==> config.mk <==
export PLATFORM = sky130hd
export DESIGN_NAME = dcache_miss_unit
export DESIGN_NICKNAME = d
export VERILOG_FILES = /design/src/rtl/dcache_miss_unit_pkg.sv /design/src/rtl/dcache_miss_unit.sv
export SDC_FILE = /design/constraint.sdc
export NUM_CORES = 1
export LEC_CHECK = 0
export ABC_AREA = 1
export CAP_MARGIN = 5
export CORE_AREA = 2 2 233 235
export DETAILED_ROUTE_END_ITERATION = 6
export DIE_AREA = 0 0 235 237
export DONT_BUFFER_PORTS = 1
export PLACE_DENSITY = 0.51
export SLEW_MARGIN = 20
export SYNTH_ARGS = -nofsm -noshare
export SYNTH_HDL_FRONTEND = slang
export SYNTH_SLANG_ARGS = --single-unit
==> constraint.sdc <==
create_clock -name aclk -period 2.05 [get_ports aclk]
set_input_delay 0.1025 -clock aclk [delete_from_list [all_inputs] [get_ports aclk]]
set_output_delay 0.1025 -clock aclk [all_outputs]
set_load 0.02 [all_outputs]
==> src/rtl/dcache_miss_unit_pkg.sv <==
// Shared definitions for the data-cache miss handler: one-hot state
// encodings, AXI bridge request type codes and line geometry.
package dcache_miss_unit_pkg;

    typedef enum logic [4:0] {
        ST_IDLE    = 5'b00001,
        ST_WB_REQ  = 5'b00010,
        ST_RD_REQ  = 5'b00100,
        ST_RD_WAIT = 5'b01000,
        ST_DONE    = 5'b10000
    } state_t;

    localparam logic [2:0] LINE_TYPE = 3'b100;
    localparam logic [2:0] WORD_TYPE = 3'b010;
    localparam logic [3:0] FULL_STRB = 4'hf;
    localparam int         OFFSET_W  = 4;

endpackage

==> src/rtl/dcache_miss_unit.sv <==
// Data-cache miss handler: optionally writes back a dirty victim line,
// refills the missing line as a 4-beat burst, assembles the returned words
// and hands the finished line back to the dcache.
module dcache_miss_unit
    import dcache_miss_unit_pkg::*;
#(
    parameter int ADDR_W     = 32,
    parameter int LINE_WORDS = 4
) (
    input  logic                      aclk,
    input  logic                      aresetn,
    input  logic                      miss_req,
    input  logic [ADDR_W-1:0]         miss_addr,
    input  logic                      miss_dirty,
    input  logic [ADDR_W-1:0]         victim_addr,
    input  logic [127:0]              victim_data,
    output logic                      miss_ready,
    output logic                      refill_valid,
    input  logic                      refill_ready,
    output logic [ADDR_W-1:0]         refill_addr,
    output logic [127:0]              refill_data,
    output logic                      rd_req,
    output logic [2:0]                rd_type,
    output logic [ADDR_W-1:0]         rd_addr,
    input  logic                      rd_rdy,
    input  logic                      ret_valid,
    input  logic                      ret_last,
    input  logic [31:0]               ret_data,
    output logic                      wr_req,
    output logic [2:0]                wr_type,
    output logic [ADDR_W-1:0]         wr_addr,
    output logic [3:0]                wr_wstrb,
    output logic [127:0]              wr_data,
    input  logic                      wr_rdy
);

    localparam logic [ADDR_W-1:0] OFFSET_MASK = ADDR_W'((1 << OFFSET_W) - 1);

    state_t                      state;
    logic [ADDR_W-1:0]           miss_addr_q;
    logic [ADDR_W-1:0]           victim_addr_q;
    logic [127:0]                victim_data_q;
    logic [32*LINE_WORDS-1:0]    line_q;
    logic [1:0]                  cnt;

    // Miss FSM with registered handshake outputs; beats are also taken in
    // RD_REQ in case the bridge returns data before the address pulse.
    always_ff @(posedge aclk) begin
        if (!aresetn) begin
            state         <= ST_IDLE;
            miss_ready    <= 1'b1;
            rd_req        <= 1'b0;
            wr_req        <= 1'b0;
            refill_valid  <= 1'b0;
            miss_addr_q   <= '0;
            victim_addr_q <= '0;
            victim_data_q <= '0;
            line_q        <= '0;
            cnt           <= '0;
        end else begin
            case (state)
                ST_IDLE: begin
                    if (miss_req) begin
                        miss_addr_q   <= miss_addr & ~OFFSET_MASK;
                        victim_addr_q <= victim_addr & ~OFFSET_MASK;
                        victim_data_q <= victim_data;
                        line_q        <= '0;
                        cnt           <= '0;
                        miss_ready    <= 1'b0;
                        if (miss_dirty) begin
                            state  <= ST_WB_REQ;
                            wr_req <= 1'b1;
                        end else begin
                            state  <= ST_RD_REQ;
                            rd_req <= 1'b1;
                        end
                    end
                end
                ST_WB_REQ: begin
                    if (wr_rdy) begin
                        wr_req <= 1'b0;
                        rd_req <= 1'b1;
                        state  <= ST_RD_REQ;
                    end
                end
                ST_RD_REQ, ST_RD_WAIT: begin
                    if (state == ST_RD_REQ && rd_rdy) begin
                        rd_req <= 1'b0;
                        state  <= ST_RD_WAIT;
                    end
                    if (ret_valid) begin
                        line_q[{cnt, 5'b0} +: 32] <= ret_data;
                        cnt                       <= cnt + 2'd1;
                        if (ret_last) begin
                            rd_req       <= 1'b0;
                            refill_valid <= 1'b1;
                            state        <= ST_DONE;
                        end
                    end
                end
                ST_DONE: begin
                    if (refill_ready) begin
                        refill_valid <= 1'b0;
                        miss_ready   <= 1'b1;
                        state        <= ST_IDLE;
                    end
                end
                default: begin
                    state        <= ST_IDLE;
                    miss_ready   <= 1'b1;
                    rd_req       <= 1'b0;
                    wr_req       <= 1'b0;
                    refill_valid <= 1'b0;
                end
            endcase
        end
    end

    assign rd_type     = LINE_TYPE;
    assign wr_type     = LINE_TYPE;
    assign wr_wstrb    = FULL_STRB;
    assign rd_addr     = miss_addr_q;
    assign refill_addr = miss_addr_q;
    assign wr_addr     = victim_addr_q;
    assign wr_data     = victim_data_q;
    assign refill_data = line_q;

endmodule
==> impl_metrics.toml <==
[sta]
fmax_mhz = 521
finalHoldViolCount = 301
max_slew.worst_pin.slew_ns = 0.652
drv_slew = 0
setup_tns_ns = 0
setup_violations = 0
max_slew_margin = 0.565
post-route-period-util = 0.937
rsz0062_at_grt = "false"
worst_slack_ns = 0.130
holdWs_ns = -0.289
fin_crit_ns = 1.92
clock_skew_ns = 0.0160

[die]
die_area_um2 = 55700
die_y_um = 237
start_util = 0.259
dieWidth_um = 235
pin_count = 599
coreArea_um2 = 53300
row_count = 85

[logic_synthesis]
avgSynthCellArea_um2 = 6.87
synth.area.top_cells = "dfxtp_1 47%, nand2_1 14%, nor2_1 9.1%, a21oi_1 7.6%, nand3_1 7.5%"
ys_types = 27
syn_area_um2 = 13800
ys_seq_elements = 323
syn_inst = 2008
yosys_most_used_dff = "dfxtp_1"
synth_edf_count = 0
async_flop_share = 0
yosysWarningCount = 0
synthTopCellsByCount = "502 x nand2_1, 333 x nor2_1, 323 x dfxtp_1"
ys_seq_area_frac = 0.469
netlist.area_leader.share = 0.469
yosys.area.top_type = "dfxtp_1"
synth_most_common_cell = "nand2_1"

[routing]
avgViaCountPerCell = 4.56
drc = 0
wl_per_cell_um = 17.4
totalWireLength_um = 49900
drtAntennaViolNets = 0
via_count = 13100
dr.first_iter.drc_count = 655
first_pass_iters = 5

[critical_path]
crit_fanout = 4
crit_family = "buffers and inverters"
setup.worst_path.class = "flop to flop"
cp.arrival_ns = 2.37
start_kind = "flop"
critPathMostFrequentCell = "nand2_1"
endpoint_kind = "flop"
required_ns = 2.50
crit_chain = "inv_2, nor2_1, o21ai_0, nand3_1, nand2_1, inv_1, dlygate4sd3_1, nand2_1"
slowest_stage = "dlygate4sd3_1"
max_stage_delay_ns = 0.55
worstPathBufferInverterCount = 3

[global_route]
grt-ovfl-total = 0
grt_first_pass_wirelength_um = 75600
grt_max_degree = 187
grt_usage = 0.171
first_global_vias = 12700
antenna_found_initial = 11

[outcome]
outcome = "finished with violations"
violations = "hold timing"

[power_and_ir_drop]
power.density_nw_per_um2 = 1160
leakagePower_nw = 7.62
ir_drop_mv = 0.701

[clock_tree]
cts_made_buffers = 39
cts_tree = "yes"
clkLatencyLatePin_ns = 0.56
cts_sinks = 323
h-tree-depth = 2
cts_buffer_depth = 3
clkTransAtPathRegs_ns = 0.06
root_buffer = "clkbuf_16"

[placement]
gp_congestion = 0.835
port_buffers = 0
place_hpwl_um = 34000
pre_cts_slack_ns = 0.0543

[cells_and_area]
drive_gt1_frac = 0.0600
syn2layout_area_growth_pct = 28.9
fillers = 5603
fin_nets = 2376

[min_path]
holdCritPathClass = "primary input to flop"

[run]
cap_viol_max_count = 0
worst paths after layout:
path | from | to | slack, ns | cells past startpoint
max reg2reg | state[0] | miss_ready | 0.13 | 8
min reg2reg | rd_addr[31] | rd_addr[31] | 0.48 | 2
min | miss_req | wr_data[97] | -0.29 | 2
max | state[0] | miss_ready | 0.13 | 8
metrics by stage:
step / hold slack [ns] / power, mW / instance area, µm² / std cells / util
5_1_grt: -0.311 / 21.8 / 17800 / 2872 / 0.333
4_1_cts: -0.314 / 20.8 / 17700 / 2860 / 0.332
6_report: -0.289 / 20.6 / 17800 / 2875 / 0.334
3_5_place_dp: 0.270 / 13.3 / 14200 / 2574 / 0.267
2_1_floorplan: 0.263 / 12.2 / 13900 / 2028 / -
3_3_place_gp: 0.265 / 13.2 / 14200 / 2574 / 0.267
what timing repair did:
item                                    CTS  global route
endpoints found under the hold margin   323           302
hold buffers                            216             1
gates resized for setup                   0            12
endpoints found under the setup margin    0           147
setup buffers                             0             2
area by class of cell:
type,count,area [µm²],share of cell area
inverters,188,711,0.0400
clock inverters,15,160,0.00901
clock buffers,55,1140,0.0639
well taps,696,871,0.0490
flip-flops and latches,323,6470,0.364
diodes,12,30.0,0.00169
repair buffers,261,2680,0.151
multi-input cells,1325,5720,0.322
registers in the layout, indices dropped and copies added, names as in the netlist:
| name | count |
|---|---|
| cnt | 2 |
| miss_ready | 1 |
| rd_addr | 28 |
| rd_req | 1 |
| refill_data | 128 |
| refill_valid | 1 |
| state | 5 |
| wr_addr | 28 |
| wr_data | 128 |
| wr_req | 1 |
cell families after synthesis:
family,Yosys count,synth area share
AOI/OAI and AO/OA,218,0.0795
other,2,0.000545
DFF,323,0.469
adders and majority gates,5,0.00454
buffers and inverters,380,0.125
and+or+nand+nor,1080,0.321
per-layer routing:
layer / GRT usage / up-vias / wire, µm / share of wire
met4: 0.0721 / 4 / 2010 / 0.040
met2: 0.298 / 497 / 24200 / 0.48
met5: 0 / - / 30 / 0.00060
li1: - / 6476 / - / -
met3: 0.0537 / 101 / 3980 / 0.080
met1: 0.193 / 6044 / 19700 / 0.39
placed cells by master (no fill, tap or decap):
| master | instances |
|---|---|
| nor3_4 | 1 |
| clkbuf_8 | 10 |
| o21bai_1 | 1 |
| clkinvlp_4 | 1 |
| nand3_2 | 3 |
| and3_1 | 1 |
| buf_8 | 1 |
| inv_2 | 3 |
| ha_1 | 4 |
| ha_2 | 1 |
| nor2_4 | 3 |
| o21ai_0 | 6 |
| clkbuf_1 | 6 |
| conb_1 | 22 |
| a21oi_1 | 210 |
| dfxtp_2 | 1 |
| nand3_4 | 1 |
| nand4_4 | 1 |
| inv_6 | 5 |
| dlygate4sd3_1 | 216 |
| inv_8 | 1 |
| inv_1 | 184 |
| nand2_1 | 500 |
| a22oi_1 | 1 |
| nand3_1 | 207 |
| nor2_1 | 330 |
| clkinv_4 | 3 |
| nor3_1 | 5 |
| dfxtp_1 | 322 |
| clkbuf_16 | 39 |
| nand2_2 | 3 |
| nand4_1 | 22 |
| nor2_2 | 2 |
| buf_12 | 12 |
| buf_4 | 31 |
| buf_16 | 1 |
| or2_2 | 1 |
| bufinv_16 | 2 |
| diode_2 | 12 |
| clkinv_2 | 4 |
report_power, final:
group / internal (mW) / switching, mW / leakage [nW]
registers: 7.22 / 2.00 / 2.65
logic: 1.65 / 2.67 / 4.33
clock network: 4.15 / 2.88 / 0.640
(Power assumes the default switching activity.)
